## config.mk

```make
export PLATFORM = sky130hd
export DESIGN_NAME = msdap_frame_rx
export DESIGN_NICKNAME = d
export VERILOG_FILES = /design/src/rtl/msdap_frame_rx.sv
export SDC_FILE = /design/constraint.sdc
export NUM_CORES = 1
export LEC_CHECK = 0
export ABC_CLOCK_PERIOD_IN_PS = 7900
export BUFFER_PORTS_ARGS = -buffer_cell sky130_fd_sc_hd__buf_2
export CELL_PAD_IN_SITES_DETAIL_PLACEMENT = 1
export CELL_PAD_IN_SITES_GLOBAL_PLACEMENT = 2
export CORE_ASPECT_RATIO = 0.75
export CORE_MARGIN = 1.5
export CORE_UTILIZATION = 48
export DETAILED_ROUTE_END_ITERATION = 6
export PLACE_DENSITY = 0.93
export SLEW_MARGIN = 15
export SYNTH_ARGS = -nofsm -noshare
export SYNTH_HDL_FRONTEND = slang
export SYNTH_SLANG_ARGS = --single-unit
```

## constraint.sdc

```tcl
create_clock -name Dclk -period 7.9 [get_ports Dclk]
set_input_delay 1.185 -clock Dclk [delete_from_list [all_inputs] [get_ports Dclk]]
set_output_delay 1.185 -clock Dclk [all_outputs]
set_load 0.02 [all_outputs]
```

## src/rtl/msdap_frame_rx.sv

```systemverilog
// msdap_frame_rx
// Multi-channel serial frame receiver for the MSDAP input path. NCH
// frame-aligned serial channels are sampled MSB first on Dclk and each
// WIDTH-bit word is rebuilt. Completed multi-channel words are queued in a
// DEPTH-entry show-ahead FIFO for the filter core. Long runs of all-zero
// frames put the receiver to sleep; further zero frames are then dropped.
//
// Ports
//   Dclk      in   sole clock, rising edge
//   Reset_n   in   asynchronous active-low reset
//   Frame     in   high on the cycle carrying every channel's MSB
//   Din       in   serial data, bit c = channel c (0 = left, 1 = right)
//   InReady   out  registered, high while FIFO occupancy < DEPTH
//   rd_en     in   pop the head entry (ignored when empty)
//   rd_data   out  head entry, channel c at [c*WIDTH +: WIDTH]; 0 when empty
//   empty     out  FIFO empty
//   count     out  FIFO occupancy
//   overflow  out  sticky, a completed word was dropped on a full FIFO
//   frame_err out  one-cycle pulse, Frame seen in the middle of a word
//   sleep     out  zero-run sleep state
module msdap_frame_rx #(
    parameter int NCH      = 2,
    parameter int WIDTH    = 16,
    parameter int DEPTH    = 4,
    parameter int ZERO_RUN = 800
) (
    input  logic                       Dclk,
    input  logic                       Reset_n,
    input  logic                       Frame,
    input  logic [NCH-1:0]             Din,
    output logic                       InReady,
    input  logic                       rd_en,
    output logic [NCH*WIDTH-1:0]       rd_data,
    output logic                       empty,
    output logic [$clog2(DEPTH+1)-1:0] count,
    output logic                       overflow,
    output logic                       frame_err,
    output logic                       sleep
);
    localparam int BW = $clog2(WIDTH);
    localparam int PW = $clog2(DEPTH);
    localparam int CW = $clog2(DEPTH + 1);
    localparam int ZW = $clog2(ZERO_RUN + 1);
    localparam logic [BW-1:0] LAST_BIT = BW'(WIDTH - 1);
    localparam logic [CW-1:0] FULL_CNT = CW'(DEPTH);
    localparam logic [PW-1:0] LAST_PTR = PW'(DEPTH - 1);
    localparam logic [ZW-1:0] ZR_MAX   = ZW'(ZERO_RUN);

    typedef enum logic {IDLE, SHIFT} state_t;

    state_t                    state, stateNext;
    logic [BW-1:0]             bitCnt, bitCntNext;
    logic [NCH-1:0][WIDTH-1:0] shReg, shRegNext, word;
    logic                      wordDone, ferrNext;

    logic [NCH*WIDTH-1:0]      mem [DEPTH];
    logic [PW-1:0]             wrPtr, rdPtr;
    logic [CW-1:0]             cnt, cntNext;
    logic [ZW-1:0]             zCnt;
    logic                      allZero, pushReq, pushOk, pop;

    // Saturating increment of the zero-run counter.
    function automatic logic [ZW-1:0] satInc(input logic [ZW-1:0] v);
        return (v >= ZR_MAX) ? ZR_MAX : v + 1'b1;
    endfunction

    // Pointer advance modulo DEPTH (DEPTH need not be a power of two).
    function automatic logic [PW-1:0] nextPtr(input logic [PW-1:0] p);
        return (p == LAST_PTR) ? '0 : p + 1'b1;
    endfunction

    // ---- Deserialiser: next-state and shift logic ----
    always_comb begin
        stateNext  = state;
        bitCntNext = bitCnt;
        shRegNext  = shReg;
        wordDone   = 1'b0;
        ferrNext   = 1'b0;
        for (int c = 0; c < NCH; c++) begin
            word[c] = {shReg[c][WIDTH-2:0], Din[c]};
        end
        case (state)
            IDLE: begin
                if (Frame) begin
                    for (int c = 0; c < NCH; c++) shRegNext[c] = WIDTH'(Din[c]);
                    bitCntNext = BW'(1);
                    stateNext  = SHIFT;
                end
            end
            SHIFT: begin
                if (Frame) begin
                    // Misplaced frame marker: drop the partial word and
                    // treat this bit as the MSB of a fresh word.
                    ferrNext = 1'b1;
                    for (int c = 0; c < NCH; c++) shRegNext[c] = WIDTH'(Din[c]);
                    bitCntNext = BW'(1);
                end else begin
                    shRegNext = word;
                    if (bitCnt == LAST_BIT) begin
                        wordDone   = 1'b1;
                        bitCntNext = '0;
                        stateNext  = IDLE;
                    end else begin
                        bitCntNext = bitCnt + 1'b1;
                    end
                end
            end
        endcase
    end

    always_ff @(posedge Dclk or negedge Reset_n) begin
        if (!Reset_n) begin
            state     <= IDLE;
            bitCnt    <= '0;
            shReg     <= '0;
            frame_err <= 1'b0;
        end else begin
            state     <= stateNext;
            bitCnt    <= bitCntNext;
            shReg     <= shRegNext;
            frame_err <= ferrNext;
        end
    end

    // ---- Word completion: zero-run tracking and FIFO push/pop ----
    assign allZero = (word == '0);
    // Zero words are discarded entirely once asleep.
    assign pushReq = wordDone && !(sleep && allZero);
    assign pop     = rd_en && !empty;
    // A full FIFO still accepts a word when the head leaves on the same edge.
    assign pushOk  = pushReq && ((cnt != FULL_CNT) || pop);

    always_comb begin
        cntNext = cnt;
        if (pushOk && !pop)      cntNext = cnt + 1'b1;
        else if (!pushOk && pop) cntNext = cnt - 1'b1;
    end

    always_ff @(posedge Dclk or negedge Reset_n) begin
        if (!Reset_n) begin
            wrPtr    <= '0;
            rdPtr    <= '0;
            cnt      <= '0;
            InReady  <= 1'b0;
            overflow <= 1'b0;
            zCnt     <= '0;
            sleep    <= 1'b0;
        end else begin
            if (pushOk) wrPtr <= nextPtr(wrPtr);
            if (pop)    rdPtr <= nextPtr(rdPtr);
            cnt     <= cntNext;
            InReady <= (cntNext < FULL_CNT);
            if (pushReq && !pushOk) overflow <= 1'b1;
            if (wordDone) begin
                if (!allZero) begin
                    zCnt  <= '0;
                    sleep <= 1'b0;
                end else if (!sleep) begin
                    zCnt <= satInc(zCnt);
                    if (satInc(zCnt) == ZR_MAX) sleep <= 1'b1;
                end
            end
        end
    end

    // Storage carries no reset; occupancy alone decides what is valid.
    always_ff @(posedge Dclk) begin
        if (pushOk) mem[wrPtr] <= word;
    end

    assign empty   = (cnt == '0);
    assign count   = cnt;
    assign rd_data = empty ? '0 : mem[rdPtr];
endmodule

```

## Word-level counts from Yosys, hierarchy flattened

Memory sizes are Yosys's and may differ from the RTL's.
Cells that the tools add are included.

| operators by class | value |
|---|---|
| order comparisons | 2 |
| equality and inequality tests | 7 |
| multiplexer cells | 28 |
| add/subtract/negate cells | 6 |
| shift operators | 0 |
| multipliers | 0 |
| bitwise operators | 1 |
| divide/modulo/power cells | 0 |
| reduce and logical (&&, ||, !) cells | 15 |

Operators by type and width:

| kind | number |
|---|---|
| two-way mux 31 bit | 2 |
| one-hot mux 31 bit (2 select lines) | 1 |
| zero test 32 bit | 1 |
| two-way mux 32 bit | 1 |
| two-way mux 10 bit | 3 |
| two-way mux 1 bit | 12 |
| two-way mux 4 bit | 3 |
| adder 10 x 1 -> 10 bit, second input constant | 1 |
| == test 10 bit, second input constant | 1 |
| >= comparator 10 bit, second input constant | 1 |
| one-hot mux 4 bit (2 select lines) | 1 |
| logical AND 1 bit | 7 |
| two-way mux 3 bit | 2 |
| adder 2 x 1 -> 2 bit, second input constant | 2 |
| adder 4 x 1 -> 4 bit, second input constant | 1 |
| == test 2 bit, second input constant | 2 |
| == test 4 bit, second input constant | 1 |
| zero test 1 bit | 4 |
| two-way mux 2 bit | 2 |
| inequality test 2 bit, second input constant | 2 |
| adder 3 x 1 -> 3 bit, second input constant | 1 |
| zero test 3 bit | 1 |
| less-than comparator 3 bit, second input constant | 1 |
| inequality test 3 bit, second input constant | 1 |
| other kinds (5) | 5 |

| storage, ports and cells | value |
|---|---|
| bits in registers | 56 |
| memories | 1 |
| RAM bits | 128 |
| memory bits (read-only) | 0 |
| latch bits | 0 |
| bits of input ports | 6 |
| word-level logic and storage cells | 72 |

Memories:

| name | words | width | rd ports | clocked after Yosys merged registers in | write ports | RTL line | RTL |
|---|---|---|---|---|---|---|---|
| mem | 4 | 32 | 1 | 0 | 1 | 56 | `logic [NCH*WIDTH-1:0] mem [DEPTH];` |

## Logic depth before layout (Yosys ltp)

Gate-level depths: netlist of run 1.

| logic depth | value |
|---|---|
| word-level depth | 11 |
| depth in mapped cells | 11 |
| gate-level depth less buffers | 11 |

## Worst setup path after synthesis of run 1

Ideal clock, no wire load.

| timing path | value |
|---|---|
| path type | input to register |
| from | input port Frame |
| to | memory mem[3][0] in the netlist's numbering, enable pin |
| path buffers | 2 |
| library setup time | 392 ps |
| cell stages on the path | 5 |
| arrival | 2,887 ps |
| slack | 4,621 ps |
| cells stage by stage | clkbuf_1 or2_0 buf_6 a211oi_4 and2_1 |

| between the ends | value |
|---|---|
| longest elaborated chain between the ends | 6 |

RTL lines:

| element | RTL line | RTL |
|---|---|---|
| from (decl) | 29 | `input logic Frame,` |
| two-way mux 1 bit | 91 | `if (Frame) begin` |
| two-way mux 1 bit | 82 | `case (state)` |
| logical AND 1 bit | 128 | `assign pushReq = wordDone && !(sleep && allZero);` |
| logical AND 1 bit | 131 | `assign pushOk = pushReq && ((cnt != FULL_CNT) \|\| pop);` |
| named net pushOk | 60 | `logic allZero, pushReq, pushOk, pop;` |
| two-way mux 1 bit | 168 | `if (pushOk) mem[wrPtr] <= word;` |
| two-way mux 1 bit (implied by the code) | 168 |  |
| to (decl) | 56 |  |

The timed path passes the listed nets, and every way through them passes these cells.

## Worst setup path after layout of run 1

| timing path | value |
|---|---|
| from | register rdPtr[0] |
| to | output port rd_data[29] |

| between the ends | value |
|---|---|
| longest elaborated chain between the ends | 2 |

RTL lines:

| element | RTL line | RTL |
|---|---|---|
| from (decl) | 57 | `logic [PW-1:0] wrPtr, rdPtr;` |
| from (signal assigned) | 150 | `if (pop) rdPtr <= nextPtr(rdPtr);` |
| memory read (4 x 32 bit) | n/a |  |
| two-way mux 32 bit | 173 | `assign rd_data = empty ? '0 : mem[rdPtr];` |
| to (decl) | 33 | `output logic [NCH*WIDTH-1:0] rd_data,` |

Every way passes these cells.

==> results of run 1 <==
[cells in the final DEF, fill, tap and decap left out, types with 5 or more instances in the layout]
cell type  netlist  routed
edfxtp_1       128     128
dfrtp_1         56      54
buf_2            7      45
nor2_1          42      42
nor2b_1         35      34
mux4_2          32      32
mux2i_1         30      30
clkbuf_16        0      17
nand2_1         13      13
ha_1            13      13
inv_1           12      12
o21ai_0         10      10
a21oi_1          9       9
buf_4            2       8
nor4_1           6       6
nand3_1          6       6
and2_1           5       5
nor3_1           5       5
[logic make-up after synthesis]
kind of cell	share of synthesized area
flops	0.6747
simple gates	0.09448
mux	0.1395
compound gates	0.04394
buf+inv	0.02189
fa+ha+maj	0.02092
xor+xnor	0.004508
[routing by layer]
| metal | routed length, um | part of all wire | up-vias |
|---|---|---|---|
| li1 | - | - | 1932 |
| met1 | 7323 | 0.46 | 2265 |
| met2 | 7976 | 0.51 | 55 |
| met3 | 357 | 0.023 | 8 |
| met4 | 115 | 0.0073 | 0 |
| met5 | 0 | 0 | - |
[how the worst min path moves through the flow]
stage,from,endpoint,cells past startpoint
2_1_floorplan,shReg[14],mem[0][15],0
6_report,overflow,overflow,1
4_1_cts,overflow,overflow,1
3_5_place_dp,overflow,overflow,1
5_1_grt,overflow,overflow,1
3_3_place_gp,overflow,overflow,1
[cell type report]
| type | instances | share of cell area |
|---|---|---|
| sequential | 184 | 0.5983 |
| multi-input combinational | 264 | 0.2692 |
| clock buffer | 19 | 0.04936 |
| timing repair buffer | 53 | 0.03253 |
| tap | 210 | 0.02996 |
| clock inverter | 13 | 0.01555 |
| inverter | 12 | 0.005136 |
[registers in the layout, summed over array words and instances, names as in the netlist, named ones only]
signal	flops
mem	128
shReg	30
zCnt	10
bitCnt	4
count	2
rdPtr	2
wrPtr	2
InReady	1
frame_err	1
overflow	1
sleep	1
state	1
[report_power, final]
part           internal, mW  switching (mW)  leakage [nW]
logic                 0.315           0.454          1.28
clock network         0.446           0.374         0.280
registers              1.05          0.0250          1.92
total                  1.81           0.852          3.48
==> results by group, run 1 <==
Worst setup path
  – Worst reg2reg endpoint: mem[0][27]
  – Crit-path cells: buf_4, mux4_2, nor2b_1, buf_2
  – R2r worst-path depth: 5
  – Reg2reg setup slack: 4.66 ns
  – Delay-heaviest family, CP: buffers and inverters
  – Buffers and inverters on the worst path: 2
  – Setup crit end kind: output port
  – Slowest cell on the critical path: mux4_2
  – Largest stage delay, worst path: 0.59 ns
  – Req. time, crit path: 6.71 ns
  – Startpoint types: flop
  – Worst Setup EP: rd_data[29]
  – Crit Path Category: flop to output port
  – Arrival @ worst endpoint: 2.29 ns
  – Worst setup startpoint: rdPtr[0]
  – R2r startpoint: state
  – Worst Path Max Fanout: 35
  – WP depth: 4

Logic synthesis
  – Synth Register Bits: 184
  – Sequential-to-total area share from yosys stat: 0.6747
  – Leading area contributor after synthesis: edfxtp_1
  – Asr flop ratio synth: 0.3043
  – Synthesized instance count: 485
  – Synthesized area: 7774 um^2
  – Syn nets: 504
  – Most frequent cell after synthesis: edfxtp_1
  – Synthesized area per cell: 16.03 um^2
  – Ys Warns: 0
  – Distinct cells, synth: 54
  – Synth cell count leaders: 128 x edfxtp_1, 56 x dfrtp_1, 42 x nor2_1
  – Post-synth top area share: 0.4944
  – EDFF count, synth: 128
  – Synth area leaders: edfxtp_1 49%, dfrtp_1 18%, mux4_2 9.3%
  – Post-synth top flop: edfxtp_1

Placed design
  – Placed Cells incl. Taps: 723
  – Placed Instance Area: 8202 um^2
  – I/O Buffers: 45
  – DP Worst Slack: 4.284 ns
  – Global placement routability congestion: 0.8200
  – Final HPWL DP: 9913 um

Global route
  – Largest net degree at the start of global routing: 57
  – Routing usage on met2: 0.3333
  – First-pass GRT wire length: 25730 um
  – GR Layer Usage met1: 0.2821
  – Number of global-route vias before repair: 4554
  – Grt peak-use layer: met2
  – GRT Total Usage: 0.2036
  – Initial antenna violation count: 0
  – Overflow after GRT: 0
  – GR Layer Usage met3: 0.03831

STA
  – Fin crit share: 0.4401
  – Final slew viol count: 0
  – Setup Viol. Count Final: 0
  – Final setup TNS: 0 ns
  – Worst-margin pin slew: 1.001 ns
  – Final WS setup: 4.423 ns
  – Relative max-transition margin: 0.3324
  – RSZ-0062 raised after global routing: no
  – Final min period: 3.477 ns
  – Final number of hold-violating endpoints: 0
  – Fmax: 287.6 MHz
  – Clock skew after layout: 0.01028 ns
  – Hold Slack: 0.4866 ns

Clock tree
  – Post-CTS Setup Inserts: 0
  – Longest Clk Path Bufs: 2
  – TritonCTS buffer count: 17
  – Clock Sinks: 184
  – Root Buffer: clkbuf_16
  – Post-CTS sizing: 0
  – CTS Hold Buffers Added: 0
  – TritonCTS clock tree: yes
  – Clock-pin slew on the worst setup and hold paths: 0.07 ns
  – Htree depth: 4
  – Clk_lat worst skew: 0.43 ns

Layout
  – Fin cells: 755
  – ANT cells: 0
  – Storage cell area: 5248 um^2
  – Multi-input gate area: 2361 um^2
  – Final nets: 551
  – Fillers: 1521
  – Share of cells above drive strength 1: 0.2422
  – Final Instance Area: 8771 um^2
  – Fin util: 0.5511
  – Synthesis-to-finish area growth: 12.83%

Drt
  – Via count: 4260
  – Vias per cell: 5.642
  – Routed Antenna Nets: 0
  – Drt total wl: 15770 um
  – DRT iter0 DRCs: 265
  – TritonRoute pass-1 iters: 4
  – Post-route DRC: 0
  – Wire per inst: 20.89 um

Floorplanning
  – I/O Pins: 46
  – Core footprint: 15920 um^2
  – Initial core utilization: 0.4884
  – Total die area: 16980 um^2
  – Row cnt: 40
  – Die width: 149.9 um
  – Die Ht: 113.2 um

Run status
  – Status: finished, final reports clean

Power and ir drop
  – Worst VDD drop: 156.9 uV
  – Final Power: 2.660 mW
  – Leak: 3.479 nW
  – Power Density: 303.2 nW/um^2

Hold path
  – Hold Path Class: flop to flop

Flow run
  – Max-capacitance violation count: 0
Note: power is estimated with default switching activity, not from simulation.
==> run 2: changes to the inputs <==
ABC_CLOCK_PERIOD_IN_PS = 2950   (was 7900)
CORE_UTILIZATION = 41   (was 48)
PLACE_DENSITY = 0.85   (was 0.93)
clock period = 2.95 ns   (was 7.9 ns; I/O delays follow)
==> results by group, run 2 (synthesis gave the netlist of run 1 again) <==
Run status
  – Status: finished, final reports clean

Worst setup path
  – Largest stage delay, worst path: 0.45 ns (-0.14 ns)
  – Crit Path Category: flop to flop
  – Worst Path Max Fanout: 8 (-77%)
  – Setup crit end kind: flop
  – Crit-path cells: nor4_1, nand4_1, nor2_4, a211oi_4, ha_1, nand2b_1, o21ai_0, xnor2_1
  – Req. time, crit path: 3.29 ns (-3.42 ns)
  – Arrival @ worst endpoint: 3.04 ns (+0.75 ns)
  – Startpoint types: flop
  – Slowest cell on the critical path: dfrtp_1

Floorplanning
  – Initial core utilization: 0.4200 (-0.06842)
  – Core footprint: 18510 um^2 (+16%)
  – Row cnt: 43 (+7.5%)
  – Die width: 162.0 um (+8.0%)
  – Total die area: 19800 um^2 (+17%)
  – I/O Pins: 46 (unchanged)
  – Die Ht: 122.3 um (+8.0%)

Layout
  – Synthesis-to-finish area growth: 14.44%
  – ANT cells: 0 (unchanged)
  – Leading cell type in the layout, fill and taps excluded: edfxtp_1
  – Final nets: 555 (+0.73%)
  – Fin util: 0.4807 (-0.07044)
  – Largest register by flop count: mem
  – Fin cells: 796 (+5.4%)
  – Share of cells above drive strength 1: 0.2477 (+0.005521)
  – Largest registers: mem x128, shReg x30, zCnt x10
  – Leading cell types in the layout, fill and taps excluded: 128 x edfxtp_1, 54 x dfrtp_1, 44 x buf_2
  – Max FFs per register: 128 (unchanged)

Power and ir drop
  – Leak: 3.507 nW (+0.80%)
  – Net Sw Frac: 0.3151 (-0.005441)
  – Worst VDD drop: 449.5 uV (+190%)
  – Psw: 2.313 mW (+170%)
  – Comb pwr share: 0.291 (+0.002)
  – Final Power: 7.340 mW (+180%)
  – P_int: 5.028 mW (+180%)
  – Register share of total power: 0.392 (-0.011)
  – Power Density: 825.1 nW/um^2 (+170%)
  – Clock power share: 0.317 (+0.009)

Drt
  – Wire per inst: 21.42 um (+2.5%)
  – Via count: 4296 (+0.85%)
  – Vias per cell: 5.397 (-4.3%)
  – Drt total wl: 17050 um (+8.1%)
  – DRT iter0 DRCs: 301 (+14%)
  – TritonRoute pass-1 iters: 5 (+1)
  – Routed Antenna Nets: 0 (unchanged)
  – Post-route DRC: 0 (unchanged)

STA
  – Final slew viol count: 0 (unchanged)
  – Final number of hold-violating endpoints: 0 (unchanged)
  – RSZ-0062 raised after global routing: no
  – Final setup TNS: 0 ns (unchanged)
  – Worst-margin pin slew: 0.6582 ns (-0.3431 ns)
  – Fmax: 370.0 MHz
  – Fin crit share: 0.9163
  – Final min period: 2.703 ns
  – Relative max-transition margin: 0.5612 (+0.2288)
  – Setup Viol. Count Final: 0 (unchanged)
  – Clock skew after layout: 0.01463 ns (+0.004353 ns)

Placed design
  – I/O Buffers: 45 (unchanged)
  – Placed Cells incl. Taps: 764 (+5.7%)
  – Global placement routability congestion: 0.7906 (-3.6%)
  – Final HPWL DP: 10300 um (+3.9%)

Global route
  – GR Layer Usage met1: 0.2486 (-0.03357)
  – First-pass GRT wire length: 27370 um (+6.4%)
  – Routing usage on met2: 0.3130 (-0.02030)
  – Largest net degree at the start of global routing: 45 (-21%)
  – GRT Total Usage: 0.1879 (-0.01570)
  – Number of global-route vias before repair: 4752 (+4.3%)
  – Initial antenna violation count: 0 (unchanged)
  – Grt peak-use layer: met2
  – GR Layer Usage met3: 0.04258 (+0.004276)
  – Overflow after GRT: 0 (unchanged)

Clock tree
  – Root Buffer: clkbuf_16
  – Clock-pin slew on the worst setup and hold paths: 0.07 ns (about the same)
  – CTS Hold Buffers Added: 0 (unchanged)
  – Post-CTS sizing: 0 (unchanged)
  – Clock Sinks: 184 (unchanged)
  – TritonCTS clock tree: yes
  – Post-CTS Setup Inserts: 0 (unchanged)
  – Htree depth: 4 (unchanged)
  – Clk_lat worst skew: 0.43 ns (about the same)
  – Longest Clk Path Bufs: 2 (unchanged)
  – TritonCTS buffer count: 17 (unchanged)

Hold path
  – Hold Path Class: input port to async pin

Flow run
  – Max-capacitance violation count: 0 (unchanged)
==> run 2: changes by cell type in the layout (fill, tap and decap cells not counted), sizes merged <==
cell | before | now
bufinv | 1 | 3
inv | 19 | 15
buf | 53 | 57
clkinvlp | 1 | 3
==> run 2: worst paths after layout <==
check                              to  slack (ns)  startpoint  depth (start not counted)
max                           InReady        0.25   shReg[23]                          8
min                         bitCnt[3]        0.04     Reset_n                          1
max reg2reg                   InReady        0.25   shReg[23]                          8
max in group asynchronous   shReg[10]        2.27     Reset_n                          2
min reg2reg                  overflow        0.48    overflow                          1
min in group Dclk          mem[0][16]        0.25      Din[1]                          1
==> run 2: critical path, delay by kind of cell (launching register included) <==
| family | cells | cell delay [ns] |
|---|---|---|
| adders and majority gates | 1 | 0.31 |
| DFF | 1 | 0.45 |
| AOI/OAI and AO/OA | 2 | 0.36 |
| and+or+nand+nor | 4 | 1.33 |
| xor gates and xnor gates | 1 | 0.16 |
==> run 2: metrics by stage <==
step | instance area, um^2 | setup slack (ns) | hold WS (ns)
finish | 8896 | 0.2470 | 0.03746
global route | 8896 | 0.09091 | 0.05087
CTS | 8894 | 0.2550 | 0.2292
floorplan | 7774 | 0.3251 | 0.1469
global placement | 8290 | 0.4109 | 0.4676
detailed placement | 8290 | 0.2677 | 0.4623
==> run 2: per-layer routing <==
layer,up-vias,wire length [um]
li1,1935,-
met1,2258,7763
met2,95,8491
met3,8,667
met4,0,130
met5,-,0
==> run 2: cell type report <==
| class | count | area (um^2) |
|---|---|---|
| sequential | 184 | 5248 |
| clock buffer | 19 | 432.9 |
| inverter | 12 | 45.04 |
| tap | 247 | 309.0 |
| multi-input combinational | 264 | 2361 |
| timing repair buffer | 57 | 330.3 |
| clock inverter | 13 | 170.2 |
| fill | 1817 | 9612 |
==> run 2: power groups by stage <==
stage | registers [mW] | logic, mW | clock network, mW
6_report | 2.88 | 2.14 | 2.32
5_1_grt | 2.89 | 2.34 | 2.47
4_1_cts | 2.88 | 2.19 | 2.38
3_5_place_dp | 2.93 | 2.18 | 0
3_3_place_gp | 2.93 | 2.12 | 0
2_1_floorplan | 2.94 | 1.46 | 0
==> run 3: changes to the inputs <==
CORE_ASPECT_RATIO = 1.1   (was 0.75)
==> results by group, run 3 (synthesis gave the netlist of run 1 again) <==
Drt
  – Wire per inst: 19.90 um (-7.1%)
  – Vias per cell: 5.418 (+0.38%)
  – Post-route DRC: 0 (unchanged)
  – Via count: 4307 (+0.26%)
  – Drt total wl: 15820 um (-7.2%)
  – DRT iter0 DRCs: 241 (-20%)
  – Routed Antenna Nets: 0 (unchanged)
  – TritonRoute pass-1 iters: 4 (-1)

Clock tree
  – Clk_lat worst skew: 0.43 ns (about the same)
  – TritonCTS clock tree: yes
  – Htree depth: 4 (unchanged)
  – TritonCTS buffer count: 17 (unchanged)
  – Post-CTS Setup Inserts: 0 (unchanged)
  – Post-CTS sizing: 0 (unchanged)
  – Longest Clk Path Bufs: 2 (unchanged)
  – Clock-pin slew on the worst setup and hold paths: 0.07 ns (about the same)
  – CTS Hold Buffers Added: 0 (unchanged)
  – Clock Sinks: 184 (unchanged)
  – Root Buffer: clkbuf_16

Worst setup path
  – Setup crit end kind: output port
  – Crit Path Category: flop to output port
  – Crit-path cells: buf_12, mux4_2, nor2b_1, buf_2
  – Slowest cell on the critical path: dfrtp_2
  – Largest stage delay, worst path: 0.73 ns (+0.28 ns)
  – Arrival @ worst endpoint: 2.31 ns (-0.73 ns)
  – Startpoint types: flop
  – Worst Path Max Fanout: 21 (+13)
  – Req. time, crit path: 2.51 ns (-0.78 ns)

Floorplanning
  – Die width: 134.3 um (-17%)
  – Core footprint: 18480 um^2 (-0.16%)
  – Die Ht: 147.4 um (+21%)
  – Initial core utilization: 0.4207 (+0.0006826)
  – I/O Pins: 46 (unchanged)
  – Row cnt: 52 (+21%)
  – Total die area: 19800 um^2 (about the same)

Placed design
  – Global placement routability congestion: 0.8108 (+2.6%)
  – Placed Instance Area: 8308 um^2 (+0.21%)
  – Placed Cells incl. Taps: 763 (-0.13%)
  – Final HPWL DP: 10020 um (-2.7%)
  – I/O Buffers: 45 (unchanged)

Layout
  – Fillers: 1809 (-0.44%)
  – Final Instance Area: 8891 um^2 (about the same)
  – Fin cells: 795 (-0.13%)
  – Multi-input gate area: 2361 um^2 (unchanged)
  – Largest register by flop count: mem
  – ANT cells: 0 (unchanged)
  – Max FFs per register: 128 (unchanged)
  – Leading cell types in the layout, fill and taps excluded: 128 x edfxtp_1, 54 x dfrtp_1, 45 x buf_2
  – Final nets: 558 (+0.54%)
  – Share of cells above drive strength 1: 0.2554 (+0.007712)
  – Synthesis-to-finish area growth: 14.37% (about the same)
  – Largest registers: mem x128, shReg x30, zCnt x10
  – Storage cell area: 5248 um^2 (unchanged)
  – Leading cell type in the layout, fill and taps excluded: edfxtp_1

STA
  – Fin crit share: 0.9331 (+0.01679)
  – Clock skew after layout: 0.01060 ns (-0.004029 ns)
  – Relative max-transition margin: 0.4921 (-0.06907)
  – Final setup TNS: 0 ns (unchanged)
  – Worst-margin pin slew: 0.7618 ns (+0.1036 ns)
  – Final number of hold-violating endpoints: 0 (unchanged)
  – RSZ-0062 raised after global routing: no
  – Final slew viol count: 0 (unchanged)
  – Setup Viol. Count Final: 0 (unchanged)
  – Fmax: 363.3 MHz (-1.8%)
  – Final min period: 2.753 ns (+0.04953 ns)

Power and ir drop
  – Leak: 3.519 nW (+0.35%)
  – Power Density: 805.1 nW/um^2 (-2.4%)
  – Worst VDD drop: 417.2 uV (-7.2%)

Global route
  – Number of global-route vias before repair: 4681 (-1.5%)
  – Largest net degree at the start of global routing: 57 (+27%)
  – GRT Total Usage: 0.1741 (-0.01387)
  – First-pass GRT wire length: 25850 um (-5.5%)
  – Overflow after GRT: 0 (unchanged)
  – Initial antenna violation count: 0 (unchanged)

Hold path
  – Hold Path Class: input port to async pin

Run status
  – Status: finished, final reports clean

Flow run
  – Max-capacitance violation count: 0 (unchanged)
-- run 3: worst paths after layout --
path / startpoint / to / slack (ns) / cells after the start
worst min-delay path: Reset_n / zCnt[6] / 0.17 / 2
min in group Dclk: Din[1] / mem[0][16] / 0.26 / 1
worst max register to register: shReg[9] / InReady / 0.38 / 8
worst min register to register: overflow / overflow / 0.46 / 1
max in group asynchronous: Reset_n / rdPtr[0] / 2.25 / 2
worst max-delay path: rdPtr[0] / rd_data[10] / 0.20 / 4
-- run 3: critical path: cells and delay by family (launching register included) --
kind / cells / cell delay (ns)
buffers and inverters: 2 / 0.44
and+or+nand+nor: 1 / 0.14
muxes: 1 / 0.53
DFF: 1 / 0.73
-- run 3: stage by stage --
step                utilization  setup slack, ns  hold slack, ns  power (mW)
global placement         0.4496           0.4400          0.4505       5.014
floorplan                     -           0.3251          0.1469       4.398
CTS                      0.4812           0.1226          0.2014       7.270
global route             0.4812          0.04047          0.2264       7.497
finish                   0.4812           0.1975          0.1695       7.158
detailed placement       0.4496           0.2651          0.4468       5.048
-- run 3: routing by layer --
layer,track usage,up-vias,part of all wire
met5,0,-,0
met4,0.06237,0,0.020
met3,0.03395,27,0.027
met2,0.3041,73,0.53
met1,0.2158,2252,0.42
li1,-,1955,-
-- run 3: layout make-up --
type / instances / share of cell area
Clock buffer: 17 / 0.04785
Clock inverter: 15 / 0.01773
Inverter: 12 / 0.005066
Multi-Input combinational cell: 264 / 0.2655
Sequential cell: 184 / 0.5902
Tap cell: 243 / 0.03420
Timing Repair Buffer: 60 / 0.03940
-- run 3: power by group --
part / switching, mW / internal [mW]
Combinational: 1.14 / 0.862
Clock: 1.03 / 1.20
Sequential: 0.127 / 2.80
Total: 2.30 / 4.86
